`src/rtl/reg_move_pkg.sv`:
```
// Shared types and default sizing for the MOVE-instruction register transfer sequencer.
package reg_move_pkg;

   typedef enum logic [1:0] {
      IDLE,
      XFER,
      DONE
   } state_t;

   // P0 sits directly above the four general registers R0..R3
   localparam int P0_IDX       = 4;
   localparam int DEF_NUM_REGS = P0_IDX + 1;
   localparam int DEF_IDX_W    = 6;
   localparam int DEF_CNT_W    = 3;

endpackage

```
`src/rtl/idx_onehot_dec.sv`:
```
// Binary register index to one-hot enable vector, with a flag saying the index names a real register.
module idx_onehot_dec #(
   parameter int NUM_REGS = 5,
   parameter int IDX_W    = 6
) (
   input  logic [IDX_W-1:0]    idx,
   output logic [NUM_REGS-1:0] onehot,
   output logic                valid
);

   // Decode one bit per register; indices at or above NUM_REGS leave the vector empty and clear valid
   always_comb begin
      onehot = '0;
      for (int i = 0; i < NUM_REGS; i++) begin
         onehot[i] = (idx == IDX_W'(i));
      end
      valid = ({1'b0, idx} < (IDX_W+1)'(NUM_REGS));
   end

endmodule

```
`src/rtl/reg_move_ctrl.sv`:
```
// Sequencer for MOVE: walks one or more consecutive dst/src register pairs and drives
// registered one-hot write/read enables onto the register-file bus.
module reg_move_ctrl
   import reg_move_pkg::*;
#(
   parameter int NUM_REGS = DEF_NUM_REGS,
   parameter int IDX_W    = DEF_IDX_W,
   parameter int CNT_W    = DEF_CNT_W
) (
   input  logic                clk,
   input  logic                reset,
   input  logic                start,
   input  logic [IDX_W-1:0]    dst_idx,
   input  logic [IDX_W-1:0]    src_idx,
   input  logic [CNT_W-1:0]    count,
   output logic [NUM_REGS-1:0] write_en,
   output logic [NUM_REGS-1:0] read_en,
   output logic                busy,
   output logic                done,
   output logic                err
);

   localparam logic [IDX_W:0] NUM_REGS_W = (IDX_W+1)'(NUM_REGS);

   state_t              state_q, state_d;
   logic [IDX_W-1:0]    dst_q, dst_d, src_q, src_d;
   logic [CNT_W-1:0]    rem_q, rem_d;
   logic                err_q, err_d;
   logic [IDX_W:0]      dst_inc, src_inc;
   logic [NUM_REGS-1:0] dst_oh, src_oh;
   logic                dst_ok, src_ok;

   // One extra bit keeps the increment from overflowing when NUM_REGS fills the index space
   assign dst_inc = {1'b0, dst_q} + (IDX_W+1)'(1);
   assign src_inc = {1'b0, src_q} + (IDX_W+1)'(1);

   idx_onehot_dec #(.NUM_REGS(NUM_REGS), .IDX_W(IDX_W)) u_dst_dec (
      .idx    (dst_d),
      .onehot (dst_oh),
      .valid  (dst_ok)
   );

   idx_onehot_dec #(.NUM_REGS(NUM_REGS), .IDX_W(IDX_W)) u_src_dec (
      .idx    (src_d),
      .onehot (src_oh),
      .valid  (src_ok)
   );

   // Index and remaining-count update: capture on accept, step and wrap independently during a burst
   always_comb begin
      dst_d = dst_q;
      src_d = src_q;
      rem_d = rem_q;
      case (state_q)
         IDLE: begin
            if (start) begin
               dst_d = dst_idx;
               src_d = src_idx;
               rem_d = (count == '0) ? CNT_W'(1) : count;
            end
         end
         XFER: begin
            if (rem_q > CNT_W'(1)) begin
               dst_d = (dst_inc >= NUM_REGS_W) ? '0 : dst_inc[IDX_W-1:0];
               src_d = (src_inc >= NUM_REGS_W) ? '0 : src_inc[IDX_W-1:0];
               rem_d = rem_q - CNT_W'(1);
            end
         end
         default: ;
      endcase
   end

   // Next state; an illegal start index skips the transfer phase and goes straight to DONE with err
   always_comb begin
      state_d = state_q;
      err_d   = err_q;
      case (state_q)
         IDLE: begin
            if (start) begin
               if (dst_ok && src_ok) begin
                  state_d = XFER;
                  err_d   = 1'b0;
               end else begin
                  state_d = DONE;
                  err_d   = 1'b1;
               end
            end
         end
         XFER: begin
            if (rem_q <= CNT_W'(1)) begin
               state_d = DONE;
            end
         end
         DONE:    state_d = IDLE;
         default: state_d = IDLE;
      endcase
   end

   // State and burst bookkeeping registers
   always_ff @(posedge clk or posedge reset) begin
      if (reset) begin
         state_q <= IDLE;
         dst_q   <= '0;
         src_q   <= '0;
         rem_q   <= '0;
         err_q   <= 1'b0;
      end else begin
         state_q <= state_d;
         dst_q   <= dst_d;
         src_q   <= src_d;
         rem_q   <= rem_d;
         err_q   <= err_d;
      end
   end

   // Outputs are flops loaded from the upcoming state, so the bus sees glitch-free, contiguous enables
   always_ff @(posedge clk or posedge reset) begin
      if (reset) begin
         write_en <= '0;
         read_en  <= '0;
         busy     <= 1'b0;
         done     <= 1'b0;
         err      <= 1'b0;
      end else begin
         write_en <= (state_d == XFER) ? dst_oh : '0;
         read_en  <= (state_d == XFER) ? src_oh : '0;
         busy     <= (state_d != IDLE);
         done     <= (state_d == DONE);
         err      <= (state_d == DONE) && err_d;
      end
   end

endmodule
```
`config.mk`:
```
export PLATFORM = sky130hd
export DESIGN_NAME = reg_move_ctrl
export DESIGN_NICKNAME = d
export VERILOG_FILES = /design/src/rtl/reg_move_pkg.sv /design/src/rtl/idx_onehot_dec.sv /design/src/rtl/reg_move_ctrl.sv
export SDC_FILE = /design/constraint.sdc
export NUM_CORES = 1
export LEC_CHECK = 0
export CAP_MARGIN = 20
export CORE_AREA = 2 2 73 75
export CTS_CLUSTER_SIZE = 30
export DETAILED_ROUTE_END_ITERATION = 12
export DIE_AREA = 0 0 75 77
export MAX_ROUTING_LAYER = met4
export PLACE_DENSITY = 0.62
export SLEW_MARGIN = 15
export SYNTH_ARGS = -nofsm -noshare
export SYNTH_HDL_FRONTEND = slang
export SYNTH_SLANG_ARGS = --single-unit
```
`constraint.sdc`:
```
create_clock -name clk -period 4.25 [get_ports clk]
set_input_delay 0.85 -clock clk [delete_from_list [all_inputs] [get_ports clk]]
set_output_delay 0.85 -clock clk [all_outputs]
set_load 0.05 [all_outputs]
```
==> results of run 1 <==
## report_power, final
| part | leakage [nW] | switching (mW) | total (mW) | internal [mW] |
|---|---|---|---|---|
| clock network | 0.0505 | 0.114 | 0.262 | 0.147 |
| logic | 0.554 | 0.447 | 0.753 | 0.306 |
| registers | 0.393 | 0.133 | 0.522 | 0.389 |
## synthesized netlist by cell type (2+ instances only)
library cell  number  area [µm²]
o21ba_2            2        20.0
or3_1              2        12.5
o21ai_0           13        65.1
and2_1             2        12.5
nand2_1           24        90.1
xnor2_1            2        17.5
nor3_1             2        10.0
buf_2              3        15.0
a2bb2oi_1          2        17.5
dfrtp_1           31         776
inv_1             16        60.1
a2111oi_2          2        30.0
buf_6              3        33.8
o22ai_1            3        18.8
nor3b_1            2        15.0
nor4_1             4        25.0
o211ai_1           3        22.5
and2b_1            2        15.0
nor2b_1            3        18.8
ha_1               6        75.1
nand3_1            3        15.0
o211a_1            2        20.0
o21a_1             4        30.0
nor2_1            12        45.0
a211oi_1           5        37.5
a31oi_1            5        31.3
a21oi_1            6        30.0
## worst max-delay path: stages
cell and delay (ns):
clkdlybuf4s50_1 0.61, and4bb_2 0.34, a211o_1 0.26, a211oi_2 0.31
and4_4 0.31, o2111ai_4 0.20, a2111oi_2 0.40
## through the flow
stage	utilization [%]	setup WS [ns]	power [mW]
6_report	46.6	1.15	1.54
3_3_place_gp	44.5	1.00	1.27
5_1_grt	46.6	0.998	1.66
3_5_place_dp	44.5	0.897	1.27
4_1_cts	46.6	1.17	1.55
2_1_floorplan	-	1.74	1.10
## state kept, by name, indices dropped and copies added (netlist names)
name / flops
state_q: 2
rem_q: 3
dst_q: 6
busy: 1
write_en: 5
err: 1
src_q: 6
done: 1
read_en: 5
err_q: 1
## per-layer routing
layer  vias up  global-route usage (%)  share of wire, %
met5         -                       -                 0
met4         0                    4.29              0.39
met3         2                    4.07               3.2
met2        26                    23.4                45
met1       731                    24.9                51
li1        781                       -                 -
## kinds of logic after synthesis
group | after synthesis
AOI/OAI and AO/OA | 67
and+or+nand+nor | 65
buffers and inverters | 23
xor gates and xnor gates | 3
adders and majority gates | 6
DFF | 31
## path summary, 6_finish.rpt
path,cells after the start,slack (ns),end
min reg2reg,2,0.52,err_q$_DFF_PP0_
max,7,1.15,read_en[2]$_DFF_PP0_
max in group asynchronous,3,3.00,rem_q[0]$_DFFE_PP0P_
min in group asynchronous,3,0.95,state_q[1]$_DFF_PP0_
max reg2reg,7,1.71,read_en[3]$_DFF_PP0_
min,2,0.52,err_q$_DFF_PP0_
## layout make-up
type,instances,area share (%)
Timing Repair Buffer,33,13.9
Multi-Input combinational cell,141,41.8
Sequential cell,31,33.4
Clock buffer,7,4.15
Clock inverter,1,0.323
Tap cell,70,3.77
Inverter,16,2.59
==> impl_metrics.csv, run 1 <==
group,metric,value,unit
sta,drv_slew,0,
worst_setup_path,end_kind,"flop",
floorplan,core_area,4980,µm²
status,status,"finished, final reports clean",
layout,layout.cells.most_common,"dfrtp_1",
synth,yosysWarnings,0,
sta,post-route-period-util,73.0,%
synth,synth-simple-area-share,18.2,%
cts,cts-resized-gates,0,
synth,synth-seq-area-share,41.7,%
worst_setup_path,criticalPathCategory,"in -> reg",
synth,synth_compound_area_share,28.6,%
layout,multi_input_area,971,µm²
cts,cts_tree,"done",
min_path,hp-class,"reg -> reg",
route,drc_errors,0,
route,wl_per_cell,14.5,µm
synth,synthMuxAreaShare,0,%
power,powerDensity,662,nW/µm²
placed_design,dpl.cell_count,291,
placed_design,place.gp.congestion,0.861,
cts,clock-root-buffer,"clkbuf_8",
synth,synth.avg_cell_area,9.53,µm²
cts,cts_buffers,5,
sta,worst_pin_slew,0.570,ns
route,via_per_inst,5.15,
cts,cts_max_path_buffers,2,
cts,postCtsHoldBufs,0,
layout,fin_area,2320,µm²
synth,synth_edf_count,0,
sta,holdWs,0.522,ns
worst_setup_path,cp_data_required_time,4.42,ns
synth,synth_top_family_by_area,"compound AO/OA/AOI/OAI gates",
synth,synth_cell_types,58,
layout,fillers,470,
layout,final_cell_mix,"31 x dfrtp_1, 30 x clkdlybuf4s50_1, 24 x nand2_1",
sta,finalSetupViolations,0,
synth,synthesis.nets,219,
sta,hold_viol,0,
worst_setup_path,crit-reg2reg-launch,"rem_q[0]$_DFFE_PP0P_",
grt,grt_util_all_layers,17.0,%
worst_setup_path,cp.arrival,3.27,ns
cts,cts_sinks,31,
synth,netlist_area,1860,µm²
synth,postSynthRegisterBits,31,
synth,yosys.area_share.adder,4.04,%
worst_setup_path,worstPathMaxFanout,12,
floorplan,dieArea,5780,µm²
cts,clk_latency,0.28,ns
synth,synthCells,195,
route,finalWirelength,4350,µm
worst_setup_path,cp-startpoint,"start",
sta,fin_skew,0.00909,ns
cts,post_cts_buffers,0,
route,firstDrtPassIters,4,
layout,register_area,776,µm²
grt,grt_pass1_vias,1438,
run,max_cap_violations,0,
grt,antenna_found_initial,0,
floorplan,die_w,75,µm
layout,drive_gt1_share,10.9,%
synth,synth_xor_area_share,1.41,%
worst_setup_path,startpoint_type,"input pin",
sta,final.setup.tns,0,ns
sta,fmax,322,MHz
floorplan,num_rows,26,
grt,grt_max_degree,32,
floorplan,die_y,77,µm
layout,finalNonFillerCells,299,
floorplan,start_util,37.4,%
grt,grt_pass1_wl,7260,µm
placed_design,dpl.hpwl,3150,µm
power,p_leak,0.998,nW
cts,h-tree-depth,2,
route,vias,1540,
layout,area.growth.synth_to_final,24.8,%
sta,rsz0062_at_grt,"false",
placed_design,dpl_cell_area,2220,µm²
sta,slew_headroom,61.8,%
cts,clk_pin_slew,0.07,ns
synth,async_reset_ff_share,100,%
power,peakVddDrop,294,µV
route,drt_iter0_drc,123,
sta,finalCriticalPeriod,3.10,ns
floorplan,ios,31,
layout,nets,252,
placed_design,io_buffers,30,
min_path,hold_start,"err_q$_DFF_PP0_",
synth,synth_ff_type,"dfrtp_1",
route,ant_nets,0,
layout,n_antenna_cell,0,
grt,grt_remaining_overflow,0,
Note: power is estimated with default switching activity, not from simulation.
==> run 2: changes to the inputs <==
--- a/config.mk
+++ b/config.mk
@@ -11,7 +11,7 @@
 export DETAILED_ROUTE_END_ITERATION = 12
 export DIE_AREA = 0 0 75 77
 export MAX_ROUTING_LAYER = met4
-export PLACE_DENSITY = 0.62
+export PLACE_DENSITY = 0.64
 export SLEW_MARGIN = 15
 export SYNTH_ARGS = -nofsm -noshare
 export SYNTH_HDL_FRONTEND = slang
==> constraint.sdc (replaced) <==
create_clock -name clk -period 2.6 [get_ports clk]
set_input_delay 0.52 -clock clk [delete_from_list [all_inputs] [get_ports clk]]
set_output_delay 0.52 -clock clk [all_outputs]
set_load 0.05 [all_outputs]
==> run 2 against run 1 <==
Effect of this change: hold slack better by 0.0043 ns; design area increased by 10%; non-clock buffer count rose by 26; wire length grew 7.0%; clock skew shrank 0.0036 ns; sequential share of layout area shrank 3.1 points; final cell count is 8.4% higher; global-route usage increased by 1.6 points; critical endpoint unchanged; highest routed layer unchanged.
==> impl_metrics.csv, run 2 (synthesized netlist as in run 1, its figures left out) <==
group,metric,value,unit
floorplan,die_y,77,µm
sta,rsz0062_at_grt,"true",
status,status,"finished, final reports clean",
power,peakVddDrop,522,µV
floorplan,num_rows,26,
worst_setup_path,rr_worst_depth,7,
layout,finalNonFillerCells,324,
power,powerDensity,1090,nW/µm²
layout,fillers,470,
power,p_leak,1.12,nW
placed_design,dpl_cell_area,2410,µm²
layout,multi_input_area,1020,µm²
layout,area.growth.synth_to_final,37.4,%
grt,grt_max_degree,32,
layout,final_util,51.3,%
route,wl_per_cell,14.4,µm
route,drc_errors,0,
cts,post_cts_buffers,0,
cts,cts_sinks,31,
sta,hold_viol,0,
worst_setup_path,r2r_end,"read_en[2]$_DFF_PP0_",
route,firstDrtPassIters,4,
sta,drv_slew,0,
worst_setup_path,worstPathMaxFanout,6,
sta,fin_skew,0.00546,ns
sta,finalSetupViolations,0,
min_path,hold_end,"err_q$_DFF_PP0_",
power,p_clk_share,13.7,%
power,p_int,1.56,mW
layout,fin_area,2550,µm²
layout,final_cell_mix,"31 x dfrtp_1, 30 x clkdlybuf4s50_1, 28 x buf_4",
grt,grt_remaining_overflow,0,
floorplan,start_util,37.4,%
min_path,hp-class,"reg -> reg",
cts,clk_latency,0.28,ns
worst_setup_path,cp_data_required_time,2.79,ns
route,ant_nets,0,
layout,nets,278,
route,drt_iter0_drc,84,
worst_setup_path,slowest_stage,"clkdlybuf4s50_1",
sta,worst_pin_slew,0.525,ns
worst_setup_path,end_kind,"flop",
route,vias,1652,
worst_setup_path,crit-reg2reg-launch,"state_q[0]$_DFF_PP0_",
placed_design,io_buffers,30,
sta,finalCriticalPeriod,2.52,ns
worst_setup_path,criticalPathCategory,"in -> reg",
sta,final.setup.tns,0,ns
route,via_per_inst,5.10,
cts,clock-root-buffer,"clkbuf_8",
power,seq_power_share,30.2,%
worst_setup_path,startpoint_type,"input pin",
min_path,hold_start,"err_q$_DFF_PP0_",
cts,h-tree-depth,2,
layout,drive_gt1_share,21.7,%
floorplan,core_area,4980,µm²
cts,cts_buffers,5,
sta,fmax,397,MHz
min_path,hold_depth,2,
cts,cts_max_path_buffers,2,
sta,slew_headroom,64.6,%
grt,antenna_found_initial,0,
sta,post-route-period-util,96.8,%
placed_design,place.gp.congestion,0.867,
worst_setup_path,cp.arrival,2.70,ns
run,max_cap_violations,0,
floorplan,ios,31,
worst_setup_path,max_stage_delay,0.53,ns
route,finalWirelength,4650,µm
layout,reg.largest.list,"dst_q: 6 flops, src_q: 6 flops",
layout,layout.cells.most_common,"dfrtp_1",
grt,grt_pass1_vias,1654,
floorplan,die_w,75,µm
power,combPwrFrac,56.1,%
cts,clk_pin_slew,0.07,ns
worst_setup_path,path_cells,"clkdlybuf4s50_1 > buf_4 > nor2_2 > a211o_1 > a211oi_2 > and4_4 > o2111ai_4 > a2111oi_4",
cts,cts_tree,"done",
placed_design,dpl.cell_count,317,
grt,grt_pass1_wl,8000,µm
power,switching_share,43.8,%
grt,grt_util_all_layers,18.6,%
layout,n_antenna_cell,0,
worst_setup_path,reg2reg_setup_slack,0.13,ns
power,switching_power,1.21,mW
floorplan,dieArea,5780,µm²
layout,register_area,776,µm²
placed_design,dpl.hpwl,3430,µm
[run 2: power by group through the flow]
stage          registers, mW  logic (mW)  clock network, mW
2_1_floorplan          0.844       0.956                  0
6_report               0.838        1.56              0.380
5_1_grt                0.867        1.73              0.415
4_1_cts                0.839        1.49              0.397
3_5_place_dp           0.847        1.47                  0
3_3_place_gp           0.844        1.47                  0
[run 2: layout make-up]
class / instances / share of cell area (%)
inverters: 16 / 2.35
clock buffers: 6 / 3.23
flip-flops and latches: 31 / 30.4
well taps: 70 / 3.43
clock inverters: 1 / 0.196
multi-input cells: 141 / 40.0
repair buffers: 59 / 20.4
[run 2: metrics by stage]
stage / setup WS (ns) / power [mW] / hold slack [ns]
3_5_place_dp: -0.202 / 2.32 / 0.512
2_1_floorplan: 0.373 / 1.80 / 0.480
4_1_cts: 0.0556 / 2.73 / 0.523
6_report: 0.0825 / 2.78 / 0.526
5_1_grt: -0.00558 / 3.01 / 0.539
3_3_place_gp: -0.132 / 2.31 / 0.492
[run 2: worst max-delay path, delay by kind of cell]
family | cells | cell delay [ns]
buffers and inverters | 2 | 0.66
AOI/OAI and AO/OA | 4 | 1.20
and+or+nand+nor | 2 | 0.32
[run 2: metal layers]
layer  share of wire [%]  vias to the layer above  track usage [%]
met5                   0                        -                -
met4                 1.3                        0             5.36
met3                 2.8                        6             3.94
met2                  46                       25             27.5
met1                  50                      792             25.5
li1                    -                      829                -
[run 2: worst max-delay path by stage]
stage / startpoint / slack (ns) / cells after the start / endpoint
after floorplan: rem_q[0]$_DFFE_PP0P_ / 0.37 / 7 / err_q$_DFF_PP0_
after global placement: start / -0.13 / 8 / read_en[2]$_DFF_PP0_
after detailed placement: start / -0.20 / 8 / read_en[4]$_DFF_PP0_
after CTS: start / 0.06 / 8 / read_en[4]$_DFF_PP0_
after global routing: dst_q[0]$_DFF_PP0_ / -0.006 / 9 / err_q$_DFF_PP0_
final: start / 0.08 / 8 / read_en[2]$_DFF_PP0_
[run 2: what timing repair did]
item                       in CTS  in global routing
hold buffers                    0                  0
setup endpoints to repair       0                  8
resized for setup               0                  8
==> run 3: changes to the inputs <==
--- a/config.mk
+++ b/config.mk
@@ -6,12 +6,13 @@
 export NUM_CORES = 1
 export LEC_CHECK = 0
 export CAP_MARGIN = 20
-export CORE_AREA = 2 2 73 75
+export CORE_AREA = 2 2 72 74
+export CTS_CLUSTER_DIAMETER = 80
 export CTS_CLUSTER_SIZE = 30
 export DETAILED_ROUTE_END_ITERATION = 12
-export DIE_AREA = 0 0 75 77
+export DIE_AREA = 0 0 74 76
 export MAX_ROUTING_LAYER = met4
-export PLACE_DENSITY = 0.64
+export PLACE_DENSITY = 0.63
 export SLEW_MARGIN = 15
 export SYNTH_ARGS = -nofsm -noshare
 export SYNTH_HDL_FRONTEND = slang
==> constraint.sdc (replaced) <==
create_clock -name clk -period 3.3 [get_ports clk]
set_input_delay 0.66 -clock clk [delete_from_list [all_inputs] [get_ports clk]]
set_output_delay 0.66 -clock clk [all_outputs]
set_load 0.05 [all_outputs]
==> run 3 against run 2 <==
Effect of this change: clock power increased by 2%; register-to-register slack improved by 0.58 ns; design area decreased by 8.6%; die area decreased by 2.6%; largest cell class unchanged; sequential share of layout area increased by 2.9 points; critical path depth unchanged; global-route usage decreased by 1.3 points.
==> impl_metrics.csv, run 3 (synthesized netlist as in run 1, its figures left out) <==
group,metric,value,unit
cts,cts_tree,"done",
sta,post-route-period-util,83.3,%
cts,cts_sinks,31,
floorplan,core_area,4910,µm²
power,powerDensity,871,nW/µm²
route,via_per_inst,5.21,
power,p_int,1.14,mW
worst_setup_path,worstPathMaxFanout,12,
sta,fmax,364,MHz
placed_design,place.gp.congestion,0.865,
run,max_cap_violations,0,
sta,slew_headroom,61.7,%
layout,n_antenna_cell,0,
cts,clk_pin_slew,0.06,ns
worst_setup_path,criticalPathCategory,"in -> reg",
placed_design,io_buffers,30,
worst_setup_path,rr_worst_depth,8,
power,p_leak,1.01,nW
cts,cts_buffers,5,
grt,grt_util_all_layers,17.3,%
power,switching_power,0.898,mW
cts,clock-root-buffer,"clkbuf_8",
worst_setup_path,cp_data_required_time,3.46,ns
route,ant_nets,0,
route,vias,1559,
power,power,2.03,mW
sta,hold_viol,0,
route,firstDrtPassIters,4,
worst_setup_path,cp.arrival,2.91,ns
grt,grt_pass1_vias,1448,
worst_setup_path,path_cells,"clkdlybuf4s50_1 > nor3b_1 > buf_4 > a22o_1 > a21oi_1 > and4_4 > o2111ai_4 > a2111oi_2",
floorplan,die_w,74,µm
sta,fin_skew,0.0110,ns
power,combPwrFrac,47.7,%
worst_setup_path,r2r_end,"err_q$_DFF_PP0_",
cts,postCtsHoldBufs,0,
power,switching_share,44.2,%
floorplan,start_util,37.9,%
power,p_clk_share,19.0,%
sta,finalSetupViolations,0,
cts,clk_latency,0.28,ns
cts,h-tree-depth,2,
floorplan,ios,31,
layout,fin_area,2330,µm²
cts,cts_max_path_buffers,2,
min_path,hp-class,"reg -> reg",
worst_setup_path,crit-reg2reg-launch,"dst_q[0]$_DFF_PP0_",
worst_setup_path,slowest_stage,"clkdlybuf4s50_1",
worst_setup_path,reg2reg_setup_slack,0.71,ns
sta,final.setup.tns,0,ns
min_path,hold_end,"err_q$_DFF_PP0_",
route,wl_per_cell,15.1,µm
floorplan,dieArea,5620,µm²
layout,drive_gt1_share,10.9,%
floorplan,num_rows,26,
grt,grt_pass1_wl,7160,µm
power,peakVddDrop,364,µV
worst_setup_path,startpoint_type,"input pin",
min_path,hold_depth,2,
grt,grt_max_degree,32,
layout,final_cell_mix,"31 x dfrtp_1, 30 x clkdlybuf4s50_1, 24 x nand2_1",
cts,post_cts_buffers,0,
route,drc_errors,0,
layout,nets,252,
layout,fillers,480,
placed_design,dpl_cell_area,2220,µm²
route,finalWirelength,4520,µm
sta,drv_slew,0,
sta,worst_pin_slew,0.571,ns
route,drt_iter0_drc,145,
sta,finalCriticalPeriod,2.75,ns
placed_design,dpl.hpwl,3290,µm
grt,grt_remaining_overflow,0,
layout,layout.cells.most_common,"dfrtp_1",
cts,cts-resized-gates,0,
worst_setup_path,end_kind,"flop",
layout,final_util,47.5,%
worst_setup_path,max_stage_delay,0.52,ns
power,seq_power_share,33.3,%
layout,area.growth.synth_to_final,25.6,%
layout,reg.largest.list,"dst_q: 6 flops, src_q: 6 flops",
sta,rsz0062_at_grt,"false",
status,status,"finished, final reports clean",
min_path,hold_start,"err_q$_DFF_PP0_",
grt,antenna_found_initial,0,
floorplan,die_y,76,µm
-- run 3: power groups by stage --
stage	logic [mW]	clock network [mW]	registers, mW
6_report	0.971	0.386	0.677
5_1_grt	1.07	0.415	0.696
4_1_cts	0.969	0.399	0.672
3_5_place_dp	0.965	0	0.678
3_3_place_gp	0.952	0	0.675
2_1_floorplan	0.753	0	0.665
-- run 3: per-layer routing --
metal  track usage (%)  vias up  routed length [µm]
met3              3.57        2                 149
met5                 -        -                   0
met2              24.5       24                2120
met1              24.4      751                2210
met4              6.00        0                  43
li1                  -      782                   -
-- run 3: how the worst max path moves through the flow --
| stage | startpoint | end | slack (ns) | depth (start not counted) |
|---|---|---|---|---|
| finish | start | read_en[4]$_DFF_PP0_ | 0.55 | 8 |
| detailed placement | start | read_en[4]$_DFF_PP0_ | 0.31 | 7 |
| global route | start | read_en[4]$_DFF_PP0_ | 0.43 | 7 |
| floorplan | start | read_en[2]$_DFF_PP0_ | 0.98 | 7 |
| CTS | start | read_en[4]$_DFF_PP0_ | 0.58 | 7 |
| global placement | start | read_en[4]$_DFF_PP0_ | 0.35 | 7 |
-- run 3: layout make-up --
type                            instances  area (µm²)  area share [%]
Clock buffer                            6        82.6            3.54
Clock inverter                          2        35.0            1.50
Inverter                               16        60.1            2.57
Multi-Input combinational cell        141         971            41.6
Sequential cell                        31         776            33.2
Tap cell                               70        87.6            3.75
Timing Repair Buffer                   33         323            13.8
-- run 3: critical path, delay by kind of cell --
| kind | cells | cell delay [ns] |
|---|---|---|
| AOI/OAI and AO/OA | 4 | 1.04 |
| buffers and inverters | 2 | 0.72 |
| and+or+nand+nor | 2 | 0.49 |
-- run 3: per-stage QoR --
| step | instances | worst slack, ns | hold WS (ns) |
|---|---|---|---|
| after floorplan | 195 | 0.979 | 0.480 |
| after global placement | 291 | 0.353 | 0.513 |
| after detailed placement | 291 | 0.306 | 0.511 |
| after global routing | 299 | 0.430 | 0.548 |
| after CTS | 299 | 0.580 | 0.522 |
| final | 299 | 0.550 | 0.522 |
